$ cat src/rtl/ps2_key_decoder_pkg.sv
// Shared constants, FSM state type and event record for the PS/2 key decoder.
// Latency: n/a (declarations only).
// Backpressure: n/a.
package ps2_pkg;

  // Scan-code set 2 prefix bytes
  localparam logic [7:0] PS2_EXT   = 8'hE0;
  localparam logic [7:0] PS2_BRK   = 8'hF0;
  localparam logic [7:0] PS2_PAUSE = 8'hE1;

  // Fake-shift codes the keyboard wraps around some extended keys
  localparam logic [7:0] PS2_FAKE_LSHIFT = 8'h12;
  localparam logic [7:0] PS2_FAKE_RSHIFT = 8'h59;

  // Frogger control keys (arrows are E0-prefixed, space is not)
  localparam logic [7:0] KEY_UP    = 8'h75;
  localparam logic [7:0] KEY_DOWN  = 8'h72;
  localparam logic [7:0] KEY_LEFT  = 8'h6B;
  localparam logic [7:0] KEY_RIGHT = 8'h74;
  localparam logic [7:0] KEY_SPACE = 8'h29;

  // Bytes that follow E1 in the Pause sequence
  localparam logic [2:0] PAUSE_TAIL = 3'd7;

  typedef enum logic [2:0] {
    IDLE,
    EXT,
    BRK,
    EXTBRK,
    SKIP
  } state_t;

  typedef struct packed {
    logic [7:0] code;
    logic       ext;
    logic       brk;
  } ev_t;

  // Keyboard status/reply bytes that are not key codes
  function automatic logic is_noise(input logic [7:0] b);
    return (b == 8'h00) || (b == 8'hAA) || (b == 8'hEE) ||
           (b == 8'hFA) || (b == 8'hFE) || (b == 8'hFF);
  endfunction

endpackage

$ cat src/rtl/ps2_key_decoder_if.sv
// Key-event stream from the decoder to the game controller.
// Latency: n/a (wiring only).
// Backpressure: consumer holds ev_ready low to keep the head event.
interface ps2_key_decoder_if;
  logic       ev_valid;
  logic       ev_ready;
  logic [7:0] ev_code;
  logic       ev_ext;
  logic       ev_break;

  modport master (output ev_valid, output ev_code, output ev_ext, output ev_break,
                  input  ev_ready);
  modport slave  (input  ev_valid, input  ev_code, input  ev_ext, input  ev_break,
                  output ev_ready);
endinterface

$ cat src/rtl/ps2_key_decoder_fifo.sv
// Synchronous event FIFO holding decoded key events.
// Latency: pushed entry visible at head one cycle after the push edge.
// Backpressure: push while full is dropped unless a pop happens on the same edge.
module ps2_event_fifo
  import ps2_pkg::*;
#(
  parameter int FIFO_DEPTH = 4,
  parameter int PTR_W      = 2
) (
  input  logic clk,
  input  logic reset,
  input  logic push_i,
  input  ev_t  push_dat_i,
  input  logic pop_i,
  output ev_t  head_dat_o,
  output logic full_o,
  output logic empty_o,
  output logic drop_o
);

  localparam logic [PTR_W:0] DEPTH_C = FIFO_DEPTH[PTR_W:0];

  ev_t              mem_q [FIFO_DEPTH];
  logic [PTR_W-1:0] wr_ptr_q, rd_ptr_q;
  logic [PTR_W:0]   cnt_q;
  logic             pop_ok, push_ok;

  assign full_o     = (cnt_q == DEPTH_C);
  assign empty_o    = (cnt_q == '0);
  assign pop_ok     = pop_i & ~empty_o;
  // A pop on the same edge frees the slot the push needs
  assign push_ok    = push_i & (~full_o | pop_ok);
  assign drop_o     = push_i & ~push_ok;
  assign head_dat_o = mem_q[rd_ptr_q];

  // Storage: written only on an accepted push
  always_ff @(posedge clk) begin
    if (push_ok) mem_q[wr_ptr_q] <= push_dat_i;
  end

  // Pointers wrap naturally since depth is a power of two
  always_ff @(posedge clk or posedge reset) begin
    if (reset) begin
      wr_ptr_q <= '0;
      rd_ptr_q <= '0;
      cnt_q    <= '0;
    end else begin
      if (push_ok) wr_ptr_q <= wr_ptr_q + 1'b1;
      if (pop_ok)  rd_ptr_q <= rd_ptr_q + 1'b1;
      case ({push_ok, pop_ok})
        2'b10:   cnt_q <= cnt_q + 1'b1;
        2'b01:   cnt_q <= cnt_q - 1'b1;
        default: cnt_q <= cnt_q;
      endcase
    end
  end

endmodule

$ cat src/rtl/ps2_key_decoder.sv
// Decodes set-2 scan bytes (E0/F0/E1 prefixes) into queued make/break events and held key flags.
// Latency: event and key flags update 1 cycle after rx_done_tick; rx_ack pulses the same cycle.
// Backpressure: events dropped into sticky ev_overflow when the FIFO is full; PS2_REPEAT_FILTER_EN drops typematic repeats.
module ps2_key_decoder
  import ps2_pkg::*;
#(
  parameter int FIFO_DEPTH = 4,
  parameter int PTR_W      = 2
) (
  input  logic                  clk,
  input  logic                  reset,
  input  logic                  rx_done_tick,
  input  logic [7:0]            rx_data,
  output logic                  rx_ack,
  ps2_key_decoder_if.master     ev,
  output logic                  ev_overflow,
  output logic                  key_up,
  output logic                  key_down,
  output logic                  key_left,
  output logic                  key_right,
  output logic                  key_space
);

  state_t     state_q, state_d;
  logic [2:0] skip_cnt_q, skip_cnt_d;
  logic       emit, push, drop, fifo_empty, fifo_full;
  ev_t        emit_ev, head_ev;
  logic       rx_ack_q, overflow_q;
  logic       up_q, down_q, left_q, right_q, space_q;
  logic       fake_shift;

  assign fake_shift = (rx_data == PS2_FAKE_LSHIFT) || (rx_data == PS2_FAKE_RSHIFT);

  // Prefix state register and Pause byte counter
  always_ff @(posedge clk or posedge reset) begin
    if (reset) begin
      state_q    <= IDLE;
      skip_cnt_q <= '0;
    end else begin
      state_q    <= state_d;
      skip_cnt_q <= skip_cnt_d;
    end
  end

  // Prefix decode: next state and the event produced by the current byte
  always_comb begin
    state_d      = state_q;
    skip_cnt_d   = skip_cnt_q;
    emit         = 1'b0;
    emit_ev      = '0;
    emit_ev.code = rx_data;
    if (rx_done_tick) begin
      case (state_q)
        IDLE: begin
          if (rx_data == PS2_EXT) begin
            state_d = EXT;
          end else if (rx_data == PS2_BRK) begin
            state_d = BRK;
          end else if (rx_data == PS2_PAUSE) begin
            state_d    = SKIP;
            skip_cnt_d = PAUSE_TAIL;
          end else if (!is_noise(rx_data)) begin
            emit = 1'b1;
          end
        end
        EXT: begin
          if (rx_data == PS2_BRK) begin
            state_d = EXTBRK;
          end else begin
            state_d     = IDLE;
            emit        = ~fake_shift;
            emit_ev.ext = 1'b1;
          end
        end
        BRK: begin
          state_d     = IDLE;
          emit        = 1'b1;
          emit_ev.brk = 1'b1;
        end
        EXTBRK: begin
          state_d     = IDLE;
          emit        = ~fake_shift;
          emit_ev.ext = 1'b1;
          emit_ev.brk = 1'b1;
        end
        SKIP: begin
          skip_cnt_d = skip_cnt_q - 3'd1;
          if (skip_cnt_q == 3'd1) state_d = IDLE;
        end
        default: state_d = IDLE;
      endcase
    end
  end

`ifdef PS2_REPEAT_FILTER_EN
  logic [7:0] last_code_q;
  logic       last_ext_q, last_vld_q, same_key;

  assign same_key = last_vld_q && (last_code_q == emit_ev.code) && (last_ext_q == emit_ev.ext);
  assign push     = emit & ~(same_key & ~emit_ev.brk);

  // Remember the last make; its break re-arms the filter for that key
  always_ff @(posedge clk or posedge reset) begin
    if (reset) begin
      last_code_q <= '0;
      last_ext_q  <= 1'b0;
      last_vld_q  <= 1'b0;
    end else if (emit) begin
      if (!emit_ev.brk) begin
        last_code_q <= emit_ev.code;
        last_ext_q  <= emit_ev.ext;
        last_vld_q  <= 1'b1;
      end else if (same_key) begin
        last_vld_q  <= 1'b0;
      end
    end
  end
`else
  assign push = emit;
`endif

  ps2_event_fifo #(.FIFO_DEPTH(FIFO_DEPTH), .PTR_W(PTR_W)) u_fifo (
    .clk        (clk),
    .reset      (reset),
    .push_i     (push),
    .push_dat_i (emit_ev),
    .pop_i      (ev.ev_ready),
    .head_dat_o (head_ev),
    .full_o     (fifo_full),
    .empty_o    (fifo_empty),
    .drop_o     (drop)
  );

  // Receiver acknowledge and sticky overflow
  always_ff @(posedge clk or posedge reset) begin
    if (reset) begin
      rx_ack_q   <= 1'b0;
      overflow_q <= 1'b0;
    end else begin
      rx_ack_q <= rx_done_tick;
      if (drop) overflow_q <= 1'b1;
    end
  end

  // Held-key levels follow every emitted event regardless of FIFO space
  always_ff @(posedge clk or posedge reset) begin
    if (reset) begin
      {up_q, down_q, left_q, right_q, space_q} <= '0;
    end else if (emit) begin
      if (emit_ev.ext) begin
        case (emit_ev.code)
          KEY_UP:    up_q    <= ~emit_ev.brk;
          KEY_DOWN:  down_q  <= ~emit_ev.brk;
          KEY_LEFT:  left_q  <= ~emit_ev.brk;
          KEY_RIGHT: right_q <= ~emit_ev.brk;
          default: ;
        endcase
      end else if (emit_ev.code == KEY_SPACE) begin
        space_q <= ~emit_ev.brk;
      end
    end
  end

  assign rx_ack      = rx_ack_q;
  assign ev_overflow = overflow_q;
  assign ev.ev_valid = ~fifo_empty;
  assign ev.ev_code  = head_ev.code;
  assign ev.ev_ext   = head_ev.ext;
  assign ev.ev_break = head_ev.brk;
  assign key_up      = up_q;
  assign key_down    = down_q;
  assign key_left    = left_q;
  assign key_right   = right_q;
  assign key_space   = space_q;

  logic unused_full;
  assign unused_full = fifo_full;

endmodule

$ cat src/flat_wrapper.sv
// flat-port wrapper written by rule: the top's interface ports become plain ports
module ps2_key_decoder_flat import ps2_pkg::*;
#(
  parameter int FIFO_DEPTH = 4,
  parameter int PTR_W      = 2
)
  (clk, reset, rx_done_tick, rx_data, rx_ack, ev_overflow, key_up, key_down, key_left, key_right, key_space, ev_ev_valid, ev_ev_code, ev_ev_ext, ev_ev_break, ev_ev_ready);
  ps2_key_decoder_if ev_i ();
  input  logic clk;
  input  logic reset;
  input  logic rx_done_tick;
  input  logic [7:0] rx_data;
  output logic rx_ack;
  output logic ev_overflow;
  output logic key_up;
  output logic key_down;
  output logic key_left;
  output logic key_right;
  output logic key_space;
  output wire logic [$bits(ev_i.ev_valid)-1:0] ev_ev_valid;
  output wire logic [$bits(ev_i.ev_code)-1:0] ev_ev_code;
  output wire logic [$bits(ev_i.ev_ext)-1:0] ev_ev_ext;
  output wire logic [$bits(ev_i.ev_break)-1:0] ev_ev_break;
  input wire logic [$bits(ev_i.ev_ready)-1:0] ev_ev_ready;
  assign ev_ev_valid = ev_i.ev_valid;
  assign ev_ev_code = ev_i.ev_code;
  assign ev_ev_ext = ev_i.ev_ext;
  assign ev_ev_break = ev_i.ev_break;
  assign ev_i.ev_ready = ev_ev_ready;
  ps2_key_decoder #(.FIFO_DEPTH(FIFO_DEPTH), .PTR_W(PTR_W)) u_core (.clk(clk), .reset(reset), .rx_done_tick(rx_done_tick), .rx_data(rx_data), .rx_ack(rx_ack), .ev(ev_i), .ev_overflow(ev_overflow), .key_up(key_up), .key_down(key_down), .key_left(key_left), .key_right(key_right), .key_space(key_space));
endmodule
$ cat config.mk
export PLATFORM = sky130hd
export DESIGN_NAME = ps2_key_decoder_flat
export DESIGN_NICKNAME = d
export VERILOG_FILES = /design/src/rtl/ps2_key_decoder_pkg.sv /design/src/rtl/ps2_key_decoder_if.sv /design/src/rtl/ps2_key_decoder_fifo.sv /design/src/rtl/ps2_key_decoder.sv /design/src/flat_wrapper.sv
export SDC_FILE = /design/constraint.sdc
export NUM_CORES = 1
export LEC_CHECK = 0
export BUFFER_PORTS_ARGS = -buffer_cell sky130_fd_sc_hd__buf_2
export CAP_MARGIN = 20
export CORE_ASPECT_RATIO = 0.7
export CORE_MARGIN = 8
export CORE_UTILIZATION = 45
export CTS_CLUSTER_SIZE = 40
export DETAILED_ROUTE_END_ITERATION = 10
export PLACE_DENSITY_LB_ADDON = 0.1
export SLEW_MARGIN = 20
export SYNTH_ARGS = -nofsm -noshare
export SYNTH_HDL_FRONTEND = slang
export SYNTH_SLANG_ARGS = --single-unit
$ cat constraint.sdc
create_clock -name clk -period 2.5 [get_ports clk]
set_input_delay 0.625 -clock clk [delete_from_list [all_inputs] [get_ports clk]]
set_output_delay 0.625 -clock clk [all_outputs]
set_load 0.01 [all_outputs]
# Word level (Yosys, flattened, before mapping)

Memory sizes are Yosys's and may differ from the RTL's.
Index checks and enable logic that the tools add are counted.
Widths: inputs -> output; s select.

RAM bits: 40
Input bits: 12
Memories: 1
Output and inout bits: 18
Word-level logic and storage cells: 99
Bits in registers: 20

Mux-type cells: 24
Equality and inequality tests: 28
Add/sub/neg operators: 5
Bitwise gates (word level): 10
Reduce and logical (&&, ||, !) cells: 19

Memory list:

| name                | words | bits a word | read ports | clocked after Yosys merged registers in | write ports | line                       | text |
|---|---|---|---|---|---|---|---|
| u_core.u_fifo.mem_q | 4     | 10          | 1          | 0                                       | 1           | ps2_key_decoder_fifo.sv:23 | `ev_t mem_q [FIFO_DEPTH];` |

Operators with widths:

| operator            | count |
|---|---|
| $eq 8x8->1 const B  | 8 |
| $eq 8x7->1 const B  | 5 |
| $mux 3              | 7 |
| $reduce_and 3->1    | 6 |
| $pmux 3 s2          | 2 |
| $mux 1              | 10 |
| $pmux 3 s3          | 1 |
| $eq 8x5->1 const B  | 1 |
| $eq 8x6->1 const B  | 1 |
| $logic_not 8->1     | 1 |
| $eq 3x1->1 const B  | 2 |
| $eq 3x2->1 const B  | 2 |
| $eq 3x3->1 const B  | 2 |
| $logic_not 3->1     | 2 |
| $logic_or 1x1->1    | 6 |
| $not 1->1           | 6 |
| $sub 3x1->3 const B | 2 |
| $reduce_and 5->1    | 1 |
| $add 2x1->2 const B | 2 |
| $mux 2              | 2 |
| $ne 2x1->1 const B  | 2 |
| $ne 2x2->1 const B  | 2 |
| $ne 4x1->1 const B  | 1 |
| $pmux 1 s4          | 1 |
| 8 further kinds     | 11 |

# Logic depth before layout (Yosys ltp)

Depth after elaboration: 15
Depth in mapped cells: 11
Gate-level depth less buffers: 9

# Cells and area by module

From an unflattened synthesis, not the netlist that was laid out.

Cells, all modules: 210
Area total of the unflattened synthesis: 2871.5 um^2

Modules (own cells, without submodules):

| module          | instances | area an instance (um^2) | seq. area each (um^2) | cells an instance |
|---|---|---|---|---|
| ps2_event_fifo  | 1         | 1969.4                  | 1376.3                | 107 |
| ps2_key_decoder | 1         | 902.1                   | 325.3                 | 103 |

# Worst setup path after synthesis

Ideal clock, no wire load.

Path kind: input -> register
From: in rx_data[0]
To: reg u_core.u_fifo.cnt_q[1]
Arrival: 2389 ps
Cell stages on the path: 9
Library setup time: 128 ps
Data required time: 2372 ps
Buffers on the path: 2
Path slack: -16 ps
Path through: buf_6 -> nor4_2 -> nand4_1 -> nand2_1 -> o31ai_4 -> buf_6 -> nor2_1 -> fa_1 -> mux2_1

Word-level cells in the longest chain between the ends: 15
Elaborated cells on any way between the ends: 30
Those cells by class: 12 x eq/ne; 8 x mux; 2 x bitwise; 8 x reduce/logical

Ends and longest elaborated chain:

| item                                            | line                       | text |
|---|---|---|
| start: declaration                              | flat_wrapper.sv:12         | `input logic [7:0] rx_data;` |
| $eq 8x8->1 or $logic_not 8->1 (tied branches)   | ps2_key_decoder_pkg.sv:41  | `return (b == 8'h00) \|\| (b == 8'hAA) \|\| (b == 8'hEE) \|\|` |
| $logic_or 1x1->1 (3 in series)                  | ps2_key_decoder_pkg.sv:41  |  |
| $logic_or 1x1->1 (2 in series)                  | ps2_key_decoder_pkg.sv:42  | `(b == 8'hFA) \|\| (b == 8'hFE) \|\| (b == 8'hFF);` |
| $mux 1                                          | ps2_key_decoder.sv:62      | `end else if (!is_noise(rx_data)) begin` |
| $mux 1                                          | ps2_key_decoder.sv:59      | `end else if (rx_data == PS2_PAUSE) begin` |
| $mux 1                                          | ps2_key_decoder.sv:57      | `end else if (rx_data == PS2_BRK) begin` |
| $mux 1                                          | ps2_key_decoder.sv:55      | `if (rx_data == PS2_EXT) begin` |
| $pmux 1 s4 *                                    | ps2_key_decoder.sv:53      | `case (state_q)` |
| $mux 1 *                                        | ps2_key_decoder.sv:52      | `if (rx_done_tick) begin` |
| $and 1x1->1 *                                   | ps2_key_decoder_fifo.sv:32 | `assign push_ok = push_i & (~full_o \| pop_ok);` |
| $eq 2x1->1 or $eq 2x2->1 (tied branches)        | ps2_key_decoder_fifo.sv:50 | `case ({push_ok, pop_ok})` |
| $pmux 3 s2 or $reduce_bool 2->1 (tied branches) | -                          |  |
| end signal: assignment                          | ps2_key_decoder_fifo.sv:51 | `2'b10: cnt_q <= cnt_q + 1'b1;` |
| end signal: assignment                          | ps2_key_decoder_fifo.sv:52 | `2'b01: cnt_q <= cnt_q - 1'b1;` |
| end signal: assignment                          | ps2_key_decoder_fifo.sv:53 | `default: cnt_q <= cnt_q;` |
| end: declaration                                | ps2_key_decoder_fifo.sv:25 | `logic [PTR_W:0] cnt_q;` |

Mark *: on every way between the ends. The rest lies on a longest branch, timed or not.
A chain may end at the register's enable or synchronous reset.

# Worst setup path in the final report

From: reg u_core.u_fifo.rd_ptr_q[0]
To: out ev_ev_code[6]

Word-level cells in the longest chain between the ends: 1

Ends and longest elaborated chain:

| item                     | line                       | text |
|---|---|---|
| start: declaration       | ps2_key_decoder_fifo.sv:24 | `logic [PTR_W-1:0] wr_ptr_q, rd_ptr_q;` |
| start signal: assignment | ps2_key_decoder_fifo.sv:49 | `if (pop_ok) rd_ptr_q <= rd_ptr_q + 1'b1;` |
| $mem_v2 4x10             | -                          |  |
| end: declaration         | flat_wrapper.sv:21         | `output wire logic [$bits(ev_i.ev_code)-1:0] ev_ev_code;` |

No other way between the ends.

==> flow_metrics.py <==
metrics = {
    "run_status": {
        "status": "finished clean",
    },
    "floorplan": {
        "initial_core_util_pct": 45.6,
        "die_h_um": 81.8,
        "coreArea_um2": 6100,
        "die_w_um": 110,
        "dieArea_um2": 8990,
        "io_pins": 30,
        "rows": 24,
    },
    "global_route": {
        "grt_max_degree": 21,
        "grt_pass1_vias": 1947,
        "grt_usage_pct": 14.9,
        "grt_overflow": 0,
        "grt_pass1_wl_um": 9890,
        "grt_antenna_before_repair": 0,
    },
    "clock_network": {
        "clock_sinks": 60,
        "cts_buffer_depth": 2,
        "clk_latency_ns": 0.34,
        "cts-root-buf": "clkbuf_8",
        "cts_buffers": 9,
        "cts_tree": "yes",
        "clk_pin_slew_ns": 0.07,
        "holdBufCountCts": 0,
        "cts_htree_levels": 3,
        "cts_resized": 0,
        "post-cts-setup-buffers": 0,
    },
    "detailed_routing": {
        "detail_route.first_pass.iterations": 4,
        "drc": 0,
        "wl_um": 6060,
        "ant_nets": 0,
        "wire_per_inst_um": 18.5,
        "vias_per_cell": 5.53,
        "vias": 1813,
        "drt_iter0_drc": 71,
    },
    "yosys": {
        "yosysWarningCount": 0,
        "ys_dominant_reg_cell": "edfxtp_1",
        "ys_seq_area_share_pct": 61.2,
        "async_flop_share_pct": 33.3,
        "syn-cell-area_um2": 2780,
        "synth_cell_types": 45,
        "synth_cells": 194,
        "synth.avg_cell_area_um2": 14.3,
        "synth_nets": 213,
        "synth_edf_count": 40,
        "synth-seq-cells": 60,
    },
    "worst_setup_path": {
        "r2r_end": "u_core.u_fifo.cnt_q[2]$_DFFE_PP0P_",
        "startpoint_type": "register",
        "cp_max_fo": 9,
        "path_buf_inv": 2,
        "critPathArrivalTime_ns": 1.71,
        "path_cells": "buf_4 -> mux4_2 -> buf_2",
        "slowest_stage": "mux4_2",
        "cp-end-kind": "output port",
        "ff2ff_path_depth": 9,
        "crit_path_max_incr_delay_ns": 0.53,
        "ff2ff_setup_slack_ns": 0.25,
        "required_ns": 1.88,
        "reg2reg_from": "u_core.state_q[0]$_DFFE_PP0P_",
        "path_delay_family": "multiplexers",
        "critPathKind": "reg2out",
    },
    "timing": {
        "relSlewSlack_pct": 46.5,
        "rsz0062_at_grt": "false",
        "finalSetupViolations": 0,
        "fmax_mhz": 428,
        "slew_violations": 0,
        "min_period_over_period_pct": 93.5,
        "finalCriticalPeriod_ns": 2.34,
        "hold_ws_ns": 0.433,
        "worst_clock_skew_ns": 0.00624,
        "hold_violations": 0,
        "worst_pin_slew_ns": 0.802,
    },
    "power_and_ir_drop": {
        "combPwrFrac_pct": 30.6,
        "p_per_area_nw_per_um2": 910,
        "power_switching_w": 0.00102,
        "power_w": 0.00305,
        "power_leakage_nw": 1.34,
        "internal_power_w": 0.00204,
        "p_seq_share_pct": 44.3,
        "pwr-share-clk_pct": 25.1,
        "ir_drop_mv": 0.491,
        "swShare_pct": 33.3,
    },
    "finish": {
        "nets": 264,
        "antenna_cells": 0,
        "final_area_um2": 3350,
        "drive_above_1_share_pct": 32.4,
        "area_delta_synth_final_pct": 20.6,
        "final_util_pct": 55.0,
    },
    "worst_hold_path": {
        "hold_class": "in2async",
    },
    "place": {
        "io_buffers": 29,
        "place.gp.congestion": 0.888,
        "placed_area_um2": 3180,
        "dpl.hpwl_um": 4390,
    },
    "job": {
        "drv_cap": 0,
    },
}
==> worst max path at each step <==
stage,startpoint,endpoint,depth (start not counted)
finish,u_core.u_fifo.rd_ptr_q[0]$_DFFE_PP0P_,ev_ev_code[6],3
global route,u_core.u_fifo.rd_ptr_q[0]$_DFFE_PP0P_,ev_ev_code[7],3
CTS,u_core.u_fifo.rd_ptr_q[0]$_DFFE_PP0P_,ev_ev_code[6],3
detailed placement,rx_data[5],u_core.u_fifo.cnt_q[1]$_DFFE_PP0P_,8
global placement,rx_data[5],u_core.u_fifo.cnt_q[1]$_DFFE_PP0P_,8
floorplan,rx_data[0],u_core.u_fifo.cnt_q[1]$_DFFE_PP0P_,9
==> routing by layer <==
layer,vias up,GRT usage (%),share of wire (%)
met5,-,0,0
met4,0,4.83,1.7
met3,11,5.88,5.6
met2,53,24.1,49
met1,908,18.0,44
li1,841,-,-
==> cells in the mapped netlist (4+ instances only) <==
master | number | area (um^2)
a21oi_1 | 4 | 20.0
and3_1 | 6 | 37.5
dfrtp_1 | 20 | 500
edfxtp_1 | 40 | 1200
ha_1 | 6 | 75.1
inv_1 | 9 | 33.8
mux4_2 | 10 | 225
nand2_1 | 15 | 56.3
nand4_1 | 4 | 25.0
nor2_1 | 14 | 52.6
o21ai_0 | 5 | 25.0
xnor2_1 | 5 | 43.8
==> worst register-to-register path: stages (launching register included) <==
cell and delay [ns]:
dfrtp_1 0.38, or3_1 0.40, a31oi_2 0.22, nand4b_2 0.15
o31ai_4 0.08, nor2_1 0.09, fa_1 0.38, and3_1 0.15
mux2i_1 0.18, xnor2_1 0.14
==> power groups by stage <==
stage                     clock network [W]  logic [W]  registers [W]
after detailed placement                  0   0.000950        0.00137
after CTS                          0.000790   0.000954        0.00135
after floorplan                           0   0.000679        0.00131
after global placement                    0   0.000906        0.00136
final                              0.000765   0.000934        0.00135
after global routing               0.000836    0.00104        0.00138
==> layout make-up <==
cell class                      instances  area (um^2)
Multi-Input combinational cell        118         1000
Fill cell                             503         2740
Tap cell                               78         97.6
Clock inverter                          7         52.6
Inverter                                9         33.8
Sequential cell                        60         1700
Clock buffer                            9          124
Timing Repair Buffer                   47          343
==> logic make-up (layout without fill, tap and decap cells) <==
family | Yosys count | count (layout) | share of synthesized area [%]
simple gates | 66 | 66 | 13.9
flops | 60 | 60 | 61.2
compound gates | 25 | 25 | 6.71
buf+inv | 16 | 72 | 3.11
mux | 15 | 15 | 10.0
fa+ha+maj | 7 | 7 | 3.42
xor+xnor | 5 | 5 | 1.58
==> metrics by stage <==
stage	setup WS [ns]	cells	setup TNS, ns
final	0.162	328	0
after global routing	0.0708	328	0
after CTS	0.117	328	0
after detailed placement	-0.0648	312	-0.0716
after global placement	-0.0126	312	-0.0126
after floorplan	0.0145	194	0
==> cell usage in the layout, fill, tap and decap left out, types with 3 or more instances in the layout <==
cell / instances
buf_2: 29
a21oi_1: 4
nand2_1: 15
buf_4: 13
o21ai_0: 5
clkinv_4: 3
nor2b_1: 3
ha_1: 6
mux4_2: 10
dfrtp_1: 20
nor2_1: 14
buf_12: 5
and3_1: 6
nor4b_1: 3
nand2b_1: 3
inv_1: 9
xnor2_1: 5
clkbuf_8: 9
nand4_1: 4
edfxtp_1: 40
a31oi_1: 3
mux2_1: 3
==> registers in the layout, summed over array words and instances, names as in the netlist, 2 cells and up <==
name and cells:
u_core.u_fifo.mem_q 40, u_core.skip_cnt_q 3, u_core.state_q 3, u_core.u_fifo.cnt_q 3, u_core.u_fifo.rd_ptr_q 2, u_core.u_fifo.wr_ptr_q 2
No activity file was read; power rests on OpenSTA's default activity.
